$ cat config.mk
export PLATFORM = sky130hd
export DESIGN_NAME = cu_step_sequencer
export DESIGN_NICKNAME = d
export VERILOG_FILES = /design/src/rtl/cu_pkg.sv /design/src/rtl/cu_wait_timer.sv /design/src/rtl/cu_step_sequencer.sv
export SDC_FILE = /design/constraint.sdc
export NUM_CORES = 1
export LEC_CHECK = 0
export BUFFER_PORTS_ARGS = -buffer_cell sky130_fd_sc_hd__buf_2
export CORE_MARGIN = 2
export CORE_UTILIZATION = 42
export CTS_CLUSTER_DIAMETER = 100
export DETAILED_ROUTE_END_ITERATION = 8
export PLACE_DENSITY_LB_ADDON = 0.08
export SLEW_MARGIN = 0
export SYNTH_ARGS = -nofsm -noshare
export SYNTH_HDL_FRONTEND = slang
export SYNTH_SLANG_ARGS = --single-unit
$ cat constraint.sdc
create_clock -name clock -period 1.9 [get_ports clock]
set_input_delay 0.285 -clock clock [delete_from_list [all_inputs] [get_ports clock]]
set_output_delay 0.285 -clock clock [all_outputs]
set_load 0.01 [all_outputs]
$ cat src/rtl/cu_pkg.sv
// cu_pkg: shared halt-cause encodings, fetch step index and control-word write-enable layout
package cu_pkg;
  localparam int CU_CW_WIDTH = 34;
  localparam int STEP_FETCH = 0;
  localparam int CW_REG_WRITE = 0;
  localparam int CW_MEM_WRITE = 1;
  localparam int CW_STATUS_LOAD = 2;
  typedef enum logic [1:0] {
    CAUSE_NONE = 2'd0,
    CAUSE_ILLEGAL = 2'd1,
    CAUSE_BAD_NS = 2'd2,
    CAUSE_TIMEOUT = 2'd3
  } cause_e;
  // Builds a WE_MASK from the individual write-enable selections
  function automatic logic [CU_CW_WIDTH-1:0] we_mask(input logic reg_write, input logic mem_write,
                                                     input logic status_load);
    we_mask = '0;
    we_mask[CW_REG_WRITE] = reg_write;
    we_mask[CW_MEM_WRITE] = mem_write;
    we_mask[CW_STATUS_LOAD] = status_load;
  endfunction
endpackage

$ cat src/rtl/cu_wait_timer.sv
// cu_wait_timer: counts consecutive stalled cycles and flags a timeout on the WAIT_LIMIT-th one
// Ports: clock, reset (async active-low), stall (waiting on memory), clear (step changes this edge),
//        timeout (this edge is the WAIT_LIMIT-th consecutive stalled edge; never set when WAIT_LIMIT=0)
module cu_wait_timer #(
  parameter int WAIT_LIMIT = 255
) (
  input  logic clock,
  input  logic reset,
  input  logic stall,
  input  logic clear,
  output logic timeout
);
  localparam int W = WAIT_LIMIT > 0 ? $clog2(WAIT_LIMIT + 1) : 1;
  logic [W-1:0] cnt;
  // cnt holds the stalled edges already seen, so the limit is hit when one more would reach it
  assign timeout = (WAIT_LIMIT != 0) && stall && (cnt == W'(WAIT_LIMIT - 1));
  always_ff @(posedge clock or negedge reset)
    if (!reset) cnt <= '0;
    else cnt <= (stall && !clear) ? cnt + 1'b1 : '0;
endmodule

$ cat src/rtl/cu_step_sequencer.sv
// cu_step_sequencer: multi-cycle fetch/execute step sequencer with stall, WE gating, halt/trap and retire count
// Ports: clock, reset (async active-low); instr_in, mem_ready, cw_in, ns_in, mem_access, illegal, resume in;
//        step, ir, ir_load, cw_out (gated control word), stall, halted, halt_cause, retired out
module cu_step_sequencer
  import cu_pkg::*;
#(
  parameter int CW_WIDTH = CU_CW_WIDTH,
  parameter int N_STEPS = 4,
  parameter int STEP_W = 2,
  parameter logic [CW_WIDTH-1:0] WE_MASK = '0,
  parameter int WAIT_LIMIT = 255,
  parameter int CNT_W = 32
) (
  input  logic                clock,
  input  logic                reset,
  input  logic [31:0]         instr_in,
  input  logic                mem_ready,
  input  logic [CW_WIDTH-1:0] cw_in,
  input  logic [STEP_W-1:0]   ns_in,
  input  logic                mem_access,
  input  logic                illegal,
  input  logic                resume,
  output logic [STEP_W-1:0]   step,
  output logic [31:0]         ir,
  output logic                ir_load,
  output logic [CW_WIDTH-1:0] cw_out,
  output logic                stall,
  output logic                halted,
  output logic [1:0]          halt_cause,
  output logic [CNT_W-1:0]    retired
);
  logic [STEP_W-1:0] step_nxt;
  logic [31:0] ir_nxt;
  logic halted_nxt;
  cause_e cause, cause_nxt;
  logic [CNT_W-1:0] retired_nxt;
  logic fetch, bad_ns, timeout;
  assign fetch = step == STEP_W'(STEP_FETCH);
  assign bad_ns = 32'(ns_in) >= N_STEPS;
  // Fetch always touches memory; a halted sequencer sits at step 0 but is not waiting
  assign stall = reset && (fetch ? (!mem_ready && !halted) : (mem_access && !mem_ready));
  assign ir_load = reset && fetch && !halted && mem_ready;
  assign cw_out = (!reset || stall || halted || illegal) ? cw_in & ~WE_MASK : cw_in;
  assign halt_cause = cause;
  cu_wait_timer #(.WAIT_LIMIT(WAIT_LIMIT)) u_wait (
    .clock(clock),
    .reset(reset),
    .stall(stall),
    .clear(step_nxt != step),
    .timeout(timeout)
  );
  always_comb begin
    step_nxt = step;
    ir_nxt = ir;
    halted_nxt = halted;
    cause_nxt = cause;
    retired_nxt = retired;
    if (halted) begin
      if (resume) begin
        halted_nxt = 1'b0;
        cause_nxt = CAUSE_NONE;
      end
    end else if (fetch) begin
      if (mem_ready) begin
        ir_nxt = instr_in;
        step_nxt = STEP_W'(1);
      end else if (timeout) begin
        halted_nxt = 1'b1;
        cause_nxt = CAUSE_TIMEOUT;
      end
    end else if (illegal) begin
      halted_nxt = 1'b1;
      cause_nxt = CAUSE_ILLEGAL;
      step_nxt = STEP_W'(STEP_FETCH);
    end else if (bad_ns) begin
      halted_nxt = 1'b1;
      cause_nxt = CAUSE_BAD_NS;
      step_nxt = STEP_W'(STEP_FETCH);
    end else if (stall) begin
      if (timeout) begin
        halted_nxt = 1'b1;
        cause_nxt = CAUSE_TIMEOUT;
        step_nxt = STEP_W'(STEP_FETCH);
      end
    end else begin
      step_nxt = ns_in;
      retired_nxt = ns_in == '0 ? retired + 1'b1 : retired;
    end
  end
  always_ff @(posedge clock or negedge reset)
    if (!reset) begin
      step <= '0;
      ir <= '0;
      halted <= 1'b0;
      cause <= CAUSE_NONE;
      retired <= '0;
    end else begin
      step <= step_nxt;
      ir <= ir_nxt;
      halted <= halted_nxt;
      cause <= cause_nxt;
      retired <= retired_nxt;
    end
endmodule

======== Word-level counts from Yosys, hierarchy flattened ========
Cells that the tools add are included.
operators by class
  add/subtract/negate cells ............... 2
  equality and inequality tests ........... 4
  muxes and demuxes ....................... 22
  bitwise operators ....................... 4
  reductions and logical operators ........ 17
operators by type and width
  cell                                            count
  adder 32 x 1 -> 32 bit (second input constant)  1
  two-way mux 2 bit                               13
  adder 8 x 1 -> 8 bit (second input constant)    1
  equality test 8 bit (second input constant)     1
  logical AND 1 bit                               8
  two-way mux 1 bit                               8
  two-way mux 8 bit                               1
  AND reduction 3 bit                             2
  AND reduction 5 bit                             1
  zero test 2 bit                                 2
  NOT 1 bit                                       4
  nonzero test 4 bit                              1
  zero test 1 bit                                 3
  inequality test 3 bit (second input constant)   1
  inequality test 2 bit                           1
  inequality test 2 bit (second input constant)   1
word-level totals
  flip-flop bits (word level) ............. 77
  input bits .............................. 74
  output and inout bits ................... 105
  word-level logic and storage cells ...... 55

======== Logic depth before layout (Yosys ltp) ========
  depth in word-level cells ............... 14
  gate-level depth with buffers ........... 7
  gate-level depth less buffers ........... 5

======== Modules after synthesis ========
Synthesis repeated with hierarchy kept, for this count alone.
unflattened totals
  cells, all modules ...................... 337
  area, all modules ....................... 3,797.4 um^2
modules (own cells, without submodules)
  module             times used  cells each  area an instance (um^2)  seq. area each (um^2)
  cu_step_sequencer  1           299         3,420.8                  1,726.7
  cu_wait_timer      1           38          376.6                    200.2

======== Least setup slack after synthesis ========
No wires, ideal clock.
  kind .................................... flip-flop to output port
  start point ............................. register halted
  end point ............................... output port ir_load
  arrival ................................. 1.623 ns
  data required time ...................... 1.615 ns
  setup slack ............................. -0.008 ns
  cell stages (with the launch flop) ...... 5
  path buffers ............................ 2
  cell sequence ........................... dfrtp_1 -> clkbuf_1 -> nor4b_2 -> buf_2 -> and2_1
between the ends
  cells in the longest elaborated chain, start to end .. 3
ends and longest elaborated chain
  element                          RTL line                  RTL
  start, declared                  cu_step_sequencer.sv:28   output logic halted,
  start signal, assigned           cu_step_sequencer.sv:100  halted <= halted_nxt;
  zero test 1 bit                  cu_step_sequencer.sv:42   assign ir_load = reset && fetch && !halted && mem_ready;
  logical AND 1 bit (2 in series)  cu_step_sequencer.sv:42
  end, declared                    cu_step_sequencer.sv:25   output logic ir_load,
No other way between the ends.

======== Final worst setup path ========
Ends and elaborated chain as after synthesis.

==> metrics.txt <==
min setup slack post-route=0.0317 ns; antenna violations before repair=0; sequential element share of the synthesized area=0.504; total half-perimeter wirelength after legalization and detailed placement=5650 um; Hold WC Path Type=input port to asynchronous set/reset pin; largest net degree at the start of global routing=52; Final min period=1.87 ns; Layout Skew=0.0152 ns; unrepaired setup endpoints after global routing=yes; overall die height=99.4 um; total iterations of the first detailed-routing run=4; post-synthesis cell area=3820 um2; number of synthesized flops with an enable pin=0; vias per inst=5.13; proportion of layout cells with a drive suffix above 1=0.499; H-tree depth=3; net count of the finished layout=492; Worst Setup End Kind=primary output; Clock transition at path regs=0.09 ns; static power due to leakage=0.00236 uW; Min Hold Slack=0.0430 ns; clk sink count=77; Setup-failing EPs final=0; final RePlAce weighted congestion=0.768; Core Box Area=8760 um2; I/O pin cnt=179; starting utilization of the core area=0.436; width of the die=99.4 um; total DRC errors in the routed layout=0; clock tree from TritonCTS=yes; Final Hold Vio Count=0; via count=2,703; remaining antenna violation count=0; commonest register cell after synthesis=dfrtp_1; Maximum Capacitance Violations=0; worst-case setup slack after placement=0.0745 ns; TritonCTS buffer count=9; instance count of the mapped netlist=319; final WL=8230 um; worst r2r src=halted; Post-Route Utilization=0.536; clock network latency to the later pin of the worst-skew pair=0.35 ns; number of global-route vias before repair=2,762; distinct cell type count of the synthesized netlist=45; first-pass GRT wire length=13,800 um; antenna cells=0; Pins Over Slew Limit=0; worst slew margin relative to its limit=0.558; Port Buf Inserts=110; nets in the synthesized netlist=396; total global routing track utilization=0.176; run status=complete, no violations; critical path fanouts, max=3; number of warning messages in the yosys log=0; required time reported for the critical path endpoint=1.62 ns; maximum buffer depth of the clock tree=2; Die Footprint=9870 um2; highest clock rate=535 MHz; Critical Path Source=halted; average footprint of a synthesized cell=12.0 um2; Critical Path AT=1.58 ns; total overflow reported by the global router=0; power density over cell area=1200 nW/um2; signed area change from the synthesized netlist to the final layout=23.0%; final total power=5650 uW; Setup CP Type=flop to primary output; mean routed wirelength per cell=15.6 um; flops & latches, synth=77; root buf cell=clkbuf_8; Post-synth ARST share=1.00; final critical-path share of the clock period=0.983; slew at the pin closest to its max-slew limit=0.663 ns; Startpoint Class=flop; worst vdd rail ir drop=685 uV; Initial DRC Count=81; setup TNS after final layout=0 ns; number of core rows=34
==> cells in the final DEF (no fill, tap or decap), types with 3 or more instances in the layout <==
cell type,n
xnor2_1,10
nand2_1,9
a21oi_1,4
nand2b_1,5
ha_1,3
nor4_2,6
nor3_2,6
and4_1,7
nor2_1,17
nor4_4,5
buf_6,4
clkbuf_8,10
buf_4,21
nand4_1,7
nand3_1,15
dfrtp_1,76
mux2_2,33
buf_2,107
inv_1,6
xor2_1,27
==> cell usage after synthesis (2+ instances only) <==
master / number / share of area
a21oi_1: 4 / 0.0052
a22oi_1: 2 / 0.0039
a41oi_1: 2 / 0.0046
and2_1: 3 / 0.0049
and3_1: 2 / 0.0033
and4_1: 7 / 0.016
buf_2: 8 / 0.010
buf_4: 37 / 0.073
buf_6: 2 / 0.0059
clkbuf_1: 2 / 0.0020
dfrtp_1: 77 / 0.50
ha_1: 3 / 0.0098
inv_1: 6 / 0.0059
mux2_2: 33 / 0.097
nand2_1: 9 / 0.0088
nand2b_1: 5 / 0.0082
nand3_1: 15 / 0.020
nand4_1: 7 / 0.011
nor2_1: 17 / 0.017
nor3_1: 3 / 0.0039
nor3_2: 5 / 0.013
nor4_1: 3 / 0.0049
nor4_2: 8 / 0.026
nor4_4: 2 / 0.011
or3_1: 2 / 0.0033
xnor2_1: 10 / 0.023
xor2_1: 27 / 0.062
==> metal layers <==
layer / up-vias / wire length, um / GRT usage
li1: 1266 / - / -
met1: 1332 / 3950 / 0.247
met2: 90 / 3700 / 0.267
met3: 15 / 484 / 0.0443
met4: 0 / 95 / 0.0611
met5: - / 0 / 0
==> path summary, 6_finish.rpt <==
| kind | end | slack [ns] | depth (start not counted) |
|---|---|---|---|
| max | ir_load | 0.03 | 5 |
| min | ir[1] | 0.04 | 3 |
| max reg2reg | ir[7] | 0.12 | 5 |
| min reg2reg | retired[31] | 0.47 | 1 |
| max in group asynchronous | step[1] | 1.17 | 3 |
| min in group clock | halt_cause[1] | 0.16 | 2 |
==> cell type report <==
cell class	count	area, um2
fill	784	4070
sequential	77	1930
multi-input combinational	186	1580
timing repair buffer	135	811
clock buffer	10	138
tap	108	135
clock inverter	5	83.8
inverter	6	22.5
==> logic make-up after synthesis <==
group / after synthesis / share of synthesized area
adder cells (fa/ha/maj): 3 / 0.00983
buffers and inverters: 56 / 0.0979
AND/OR/NAND/NOR: 97 / 0.176
AO/OA/AOI/OAI: 16 / 0.0298
XOR/XNOR: 37 / 0.0848
multiplexers: 33 / 0.0973
flip-flops: 77 / 0.504
==> timing repair <==
action | in CTS | in global routing
resized for setup | 6 | 8
hold buffers | 1 | 0
pin swaps | 2 | 6
cloned | 1 | 0
buffers inserted | 6 | 0
endpoints found under the setup margin | 2 | 15
hold endpoints to repair | 26 | 0
==> worst max-delay path: stages (launching register included) <==
cell,delay [ns]
dfrtp_1,0.39
buf_6,0.13
nor4b_4,0.34
buf_12,0.15
and2_4,0.13
buf_6,0.09
==> sequential cells by signal, summed over array words and instances (netlist names) <==
name and cells:
halt_cause 2, halted 1, ir 32, retired 32, step 2, u_wait.cnt 8
==> per-stage QoR <==
| step | std cells | cell area, um2 |
|---|---|---|
| after floorplan | 319 | 3830 |
| after global placement | 505 | 4310 |
| after detailed placement | 505 | 4310 |
| after CTS | 528 | 4660 |
| after global routing | 527 | 4700 |
| final | 527 | 4700 |
==> power by group <==
| group | total (uW) | internal, uW | switching [uW] |
|---|---|---|---|
| clock | 1390 | 773 | 615 |
| sequential | 2310 | 2070 | 240 |
| combinational | 1950 | 1070 | 887 |
| total | 5650 | 3910 | 1740 |
Power figures use the tool's default switching activity.
